==> config.mk <==
export PLATFORM = sky130hd
export DESIGN_NAME = sio_cmd_sched
export DESIGN_NICKNAME = d
export VERILOG_FILES = /design/src/rtl/sio_cmd_sched.sv
export SDC_FILE = /design/constraint.sdc
export NUM_CORES = 1
export LEC_CHECK = 0
export ABC_CLOCK_PERIOD_IN_PS = 3080
export BUFFER_PORTS_ARGS = -buffer_cell sky130_fd_sc_hd__buf_2
export CAP_MARGIN = 20
export CORE_MARGIN = 2
export CORE_UTILIZATION = 45
export DETAILED_ROUTE_END_ITERATION = 12
export PLACE_DENSITY = 0.79
export SETUP_SLACK_MARGIN = 0.05
export SYNTH_ARGS = -nofsm -noshare
export SYNTH_HDL_FRONTEND = slang
export SYNTH_SLANG_ARGS = --single-unit
==> constraint.sdc <==
create_clock -name clock -period 3.08 [get_ports clock]
set_input_delay 0.462 -clock clock [delete_from_list [all_inputs] [get_ports clock]]
set_output_delay 0.462 -clock clock [all_outputs]
set_load 0.005 [all_outputs]
==> src/rtl/sio_cmd_sched.sv <==
// Host-side command scheduler: round-robin grant of one 20-bit command per link frame,
// and routing of the in-frame readback word (or a timeout) back to the owning requester.
module sio_cmd_sched #(
    parameter int N_REQ     = 4,
    parameter int FRAME_LEN = 128
) (
    input  logic                  clock,
    input  logic                  reset,
    input  logic                  enable,
    input  logic [N_REQ-1:0]      req_valid,
    input  logic [4*N_REQ-1:0]    req_addr,
    input  logic [16*N_REQ-1:0]   req_wdata,
    output logic [N_REQ-1:0]      req_ready,
    output logic                  frame_start,
    output logic                  cmd_valid,
    output logic [19:0]           cmd,
    input  logic                  rx_rdata_valid,
    input  logic [15:0]           rx_rdata,
    output logic                  rsp_valid,
    output logic [2:0]            rsp_id,
    output logic [15:0]           rsp_data,
    output logic                  rsp_timeout,
    output logic [7:0]            err_count
);

    localparam int CW = $clog2(FRAME_LEN);
    localparam int IW = $clog2(N_REQ);

    logic [CW-1:0] cnt;
    logic [IW-1:0] ptr;
    logic [IW-1:0] owner;
    logic [IW-1:0] win;
    logic [IW-1:0] idx;
    logic [3:0]    sel_addr;
    logic [15:0]   sel_wdata;
    logic          answered;
    logic          found;
    logic          arb;
    logic          grant;
    logic          rx_ok;
    logic          tmo;
    logic          err_inc;

    assign arb = (cnt == CW'(FRAME_LEN - 1));

    // Round-robin search starting at ptr; first valid requester wins.
    always_comb begin
        found = 1'b0;
        win   = '0;
        idx   = '0;
        for (int k = 0; k < N_REQ; k++) begin
            idx = IW'((int'(ptr) + k) % N_REQ);
            if (!found && req_valid[idx]) begin
                found = 1'b1;
                win   = idx;
            end
        end
    end

    assign grant = arb && enable && found;

    always_comb begin
        req_ready = '0;
        sel_addr  = '0;
        sel_wdata = '0;
        for (int k = 0; k < N_REQ; k++) begin
            if (IW'(k) == win) begin
                req_ready[k] = grant && !reset;
                sel_addr     = req_addr[4*k +: 4];
                sel_wdata    = req_wdata[16*k +: 16];
            end
        end
    end

    // A readback arriving on the arbitration edge still counts for the outgoing frame.
    assign rx_ok   = rx_rdata_valid && cmd_valid && !answered;
    assign tmo     = arb && cmd_valid && !answered && !rx_rdata_valid;
    assign err_inc = (rx_rdata_valid && !rx_ok) || tmo;

    always_ff @(posedge clock or posedge reset) begin
        if (reset) begin
            cnt         <= CW'(FRAME_LEN - 1);
            ptr         <= '0;
            owner       <= '0;
            answered    <= 1'b1;
            cmd         <= '0;
            cmd_valid   <= 1'b0;
            frame_start <= 1'b0;
            rsp_valid   <= 1'b0;
            rsp_id      <= '0;
            rsp_data    <= '0;
            rsp_timeout <= 1'b0;
            err_count   <= '0;
        end else begin
            cnt         <= arb ? '0 : cnt + 1'b1;
            frame_start <= arb;
            rsp_valid   <= 1'b0;

            if (rx_ok) begin
                rsp_valid   <= 1'b1;
                rsp_id      <= 3'(owner);
                rsp_data    <= rx_rdata;
                rsp_timeout <= 1'b0;
                answered    <= 1'b1;
            end else if (tmo) begin
                rsp_valid   <= 1'b1;
                rsp_id      <= 3'(owner);
                rsp_data    <= '0;
                rsp_timeout <= 1'b1;
            end

            if (err_inc && err_count != 8'hFF)
                err_count <= err_count + 1'b1;

            // Grant overrides the answered flag set by a same-edge readback.
            if (arb) begin
                if (grant) begin
                    cmd       <= {sel_addr, sel_wdata};
                    cmd_valid <= 1'b1;
                    owner     <= win;
                    ptr       <= (win == IW'(N_REQ - 1)) ? '0 : win + 1'b1;
                    answered  <= 1'b0;
                end else begin
                    cmd_valid <= 1'b0;
                end
            end
        end
    end

endmodule

==> out/qor.yml <==
post-route-period-util: 0.8934
max_freq_mhz: 363.4
cts-root-buf: "clkbuf_8"
relSlewSlack: 0.4657
endpoint: "req_ready[2]"
place_inst: 551
yosysWarnings: 0
initial_core_util: 0.4668
nets: 576
area_growth_syn_to_layout_pct: 32.17
finalHoldViolations: 0
min_path_type: "in2async"
htreeDepth: 3
pwr-share-comb: 0.246
cts_num_sinks: 62
grtUsageMet1: 0.2663
required_ns: 2.62
cap_violations: 0
pre_cts_ws_ns: 0.3454
p_int_mw: 1.477
synth_cells: 310
gp_congestion: 0.7973
p_leak_nw: 2.262
post-route-worst-setup-slack_ns: 0.3283
cts_buffer_depth: 2
postCtsSetupBuffers: 0
synth.largest_area_cell: "dfrtp_1"
ys.flop_type: "dfrtp_1"
synth_edf_count: 0
design_area_um2: 4215
p_seq_frac: 0.471
floorplan.rows: 30
reg2reg_from: "ptr[0]$_DFFE_PP0P_"
endpoint_kind: "output port"
crit_fanout: 18
setup_viol: 0
busiest_layer: "met2"
drc: 0
clockPowerShare: 0.284
netlist_top_cells_area: "dfrtp_1 42%, dfstp_2 6.6%, a211o_1 5.5%"
globalRouteMet3Util: 0.04524
dpl_cell_area_um2: 4049
clkLatencyLatePin_ns: 0.33
dp_hpwl_mm: 5.992
instances_no_fill: 567
ant_nets: 0
track_usage: 0.2146
crit_type: "reg2out"
grt_max_degree: 55
tns_ns: 0
routed_wirelength_mm: 8.206
cts_made_buffers: 9
sw_frac_of_total: 0.3034
r2r_end: "cmd[14]$_DFFE_PP0P_"
die_w_um: 88.19
grt_first_pass_wirelength_mm: 13.13
io_buffer_count: 157
clk_pin_slew_ns: 0.07
cts.repair.resized: 0
via_count: 2969
ff2ff_setup_slack_ns: 0.53
postLayoutCoreUtil: 0.6170
slew_viol_final: 0
via_per_inst: 5.236
drt_first_pass_iters: 5
antenna_found_initial: 0
synth_top_cell_area_share: 0.4237
r2r_cells: 11
peakVddDrop_mv: 0.3869
p_sw_mw: 0.6435
ios: 159
synthesis.area_um2: 3189
met2_usage: 0.3705
diodes: 0
hold_buffers: 0
power_mw: 2.121
avgSynthCellArea_um2: 10.29
die-area_um2: 7777
coreArea_um2: 6832
p_per_area_nw_per_um2: 503.1
wl_per_cell_um: 14.47
die_y_um: 88.19
overflow: 0
synth_cell_types: 42
cts_tree: "done"
cp-startpoint: "ptr[0]$_DFFE_PP0P_"
drtIter0Drc: 104
syn_nets: 420
worst_pin_slew_ns: 0.8013
async_reset_ff_frac: 1.000
critPathLaunchType: "register"
hold_ws_ns: 0.04776
ys_seq_area_frac: 0.4896
ys_ff_latch: 62
drive_gt1_frac: 0.4331
period_needed_ns: 2.752
cp.arrival_ns: 2.29
rsz0062_at_grt: "no"
status: "finished, final reports clean"
skew_ns: 0.01248
grt_pass1_vias: 2899
kinds of logic (layout without fill, tap and decap cells):
kind of cell | count (synthesis) | count (layout) | synth area share
other | 1 | 1 | 0.001176
multiplexers | 6 | 6 | 0.02118
XOR/XNOR | 12 | 12 | 0.03296
buffers and inverters | 52 | 213 | 0.07572
AND/OR/NAND/NOR | 79 | 79 | 0.1255
flip-flops | 62 | 62 | 0.4896
AO/OA/AOI/OAI | 92 | 92 | 0.2303
adder cells (fa/ha/maj) | 6 | 6 | 0.02354
placed cells by master (no fill, tap or decap), types with 2 or more instances in the layout:
| master | count |
|---|---|
| a211o_1 | 20 |
| a21oi_1 | 6 |
| a221oi_1 | 20 |
| a22o_1 | 17 |
| a31oi_1 | 21 |
| and3_1 | 6 |
| buf_2 | 157 |
| buf_4 | 10 |
| clkbuf_8 | 9 |
| clkinv_2 | 3 |
| clkinvlp_4 | 2 |
| dfrtp_1 | 54 |
| dfstp_2 | 8 |
| ha_1 | 6 |
| inv_1 | 28 |
| mux2_2 | 6 |
| nand2_1 | 23 |
| nand2b_1 | 2 |
| nand3_1 | 4 |
| nor2_1 | 29 |
| nor3_1 | 3 |
| o21ai_0 | 2 |
| xnor2_1 | 3 |
| xor2_1 | 9 |
worst max-delay path, cell delays in order, from the launching register on:
cell	delay (ns)
dfrtp_1	0.40
nand2b_1	0.17
a21oi_1	0.13
a221oi_1	0.06
buf_4	0.16
inv_1	0.07
ha_1	0.61
and3_1	0.25
buf_2	0.11
sequential cells by signal, summed over array words and instances (netlist names):
signal and cells:
answered 1, cmd 20, cmd_valid 1, cnt 7
err_count 8, frame_start 1, owner 2, ptr 2
rsp_data 16, rsp_id 2, rsp_timeout 1, rsp_valid 1
how the worst min path moves through the flow:
stage,start,end,slack (ns),cells after the start
6_report,reset,cmd[15]$_DFFE_PP0P_,0.05,2
3_3_place_gp,reset,cmd[18]$_DFFE_PP0P_,0.40,2
3_5_place_dp,reset,cmd[18]$_DFFE_PP0P_,0.40,2
4_1_cts,reset,cmd[15]$_DFFE_PP0P_,0.04,2
2_1_floorplan,owner[0]$_DFFE_PP0P_,rsp_id[0]$_DFFE_PP0P_,0.48,1
5_1_grt,reset,cmd[15]$_DFFE_PP0P_,0.05,2
cells in the mapped netlist, types with 2 or more instances:
cell	n
dfrtp_1	54
inv_1	29
nor2_1	29
nand2_1	23
a31oi_1	21
a211o_1	20
a221oi_1	20
a22o_1	17
clkbuf_1	13
xor2_1	9
dfstp_2	8
a21oi_1	6
and3_1	6
ha_1	6
mux2_2	6
buf_6	5
buf_2	4
nand3_1	4
nor3_1	3
xnor2_1	3
nand2b_1	2
o21ai_0	2
power groups by stage:
stage | combinational (mW) | sequential, mW | clock [mW]
CTS | 0.527 | 0.998 | 0.629
floorplan | 0.287 | 1.01 | 0
finish | 0.521 | 0.998 | 0.602
detailed placement | 0.524 | 1.01 | 0
global placement | 0.507 | 1.01 | 0
global route | 0.587 | 1.01 | 0.657
area by class of cell:
type / instances / area (um^2)
fill: 647 / 2616
sequential: 62 / 1562
multi-input combinational: 196 / 1386
timing repair buffer: 168 / 872.1
clock buffer: 10 / 127.6
tap: 96 / 120.1
inverter: 29 / 108.9
clock inverter: 6 / 38.79
layer usage:
| layer | share of wire | vias up |
|---|---|---|
| met5 | 0 | - |
| met4 | 0.017 | 0 |
| met3 | 0.059 | 14 |
| met2 | 0.51 | 110 |
| met1 | 0.41 | 1417 |
| li1 | - | 1428 |
No activity file was read; power rests on OpenSTA's default activity.
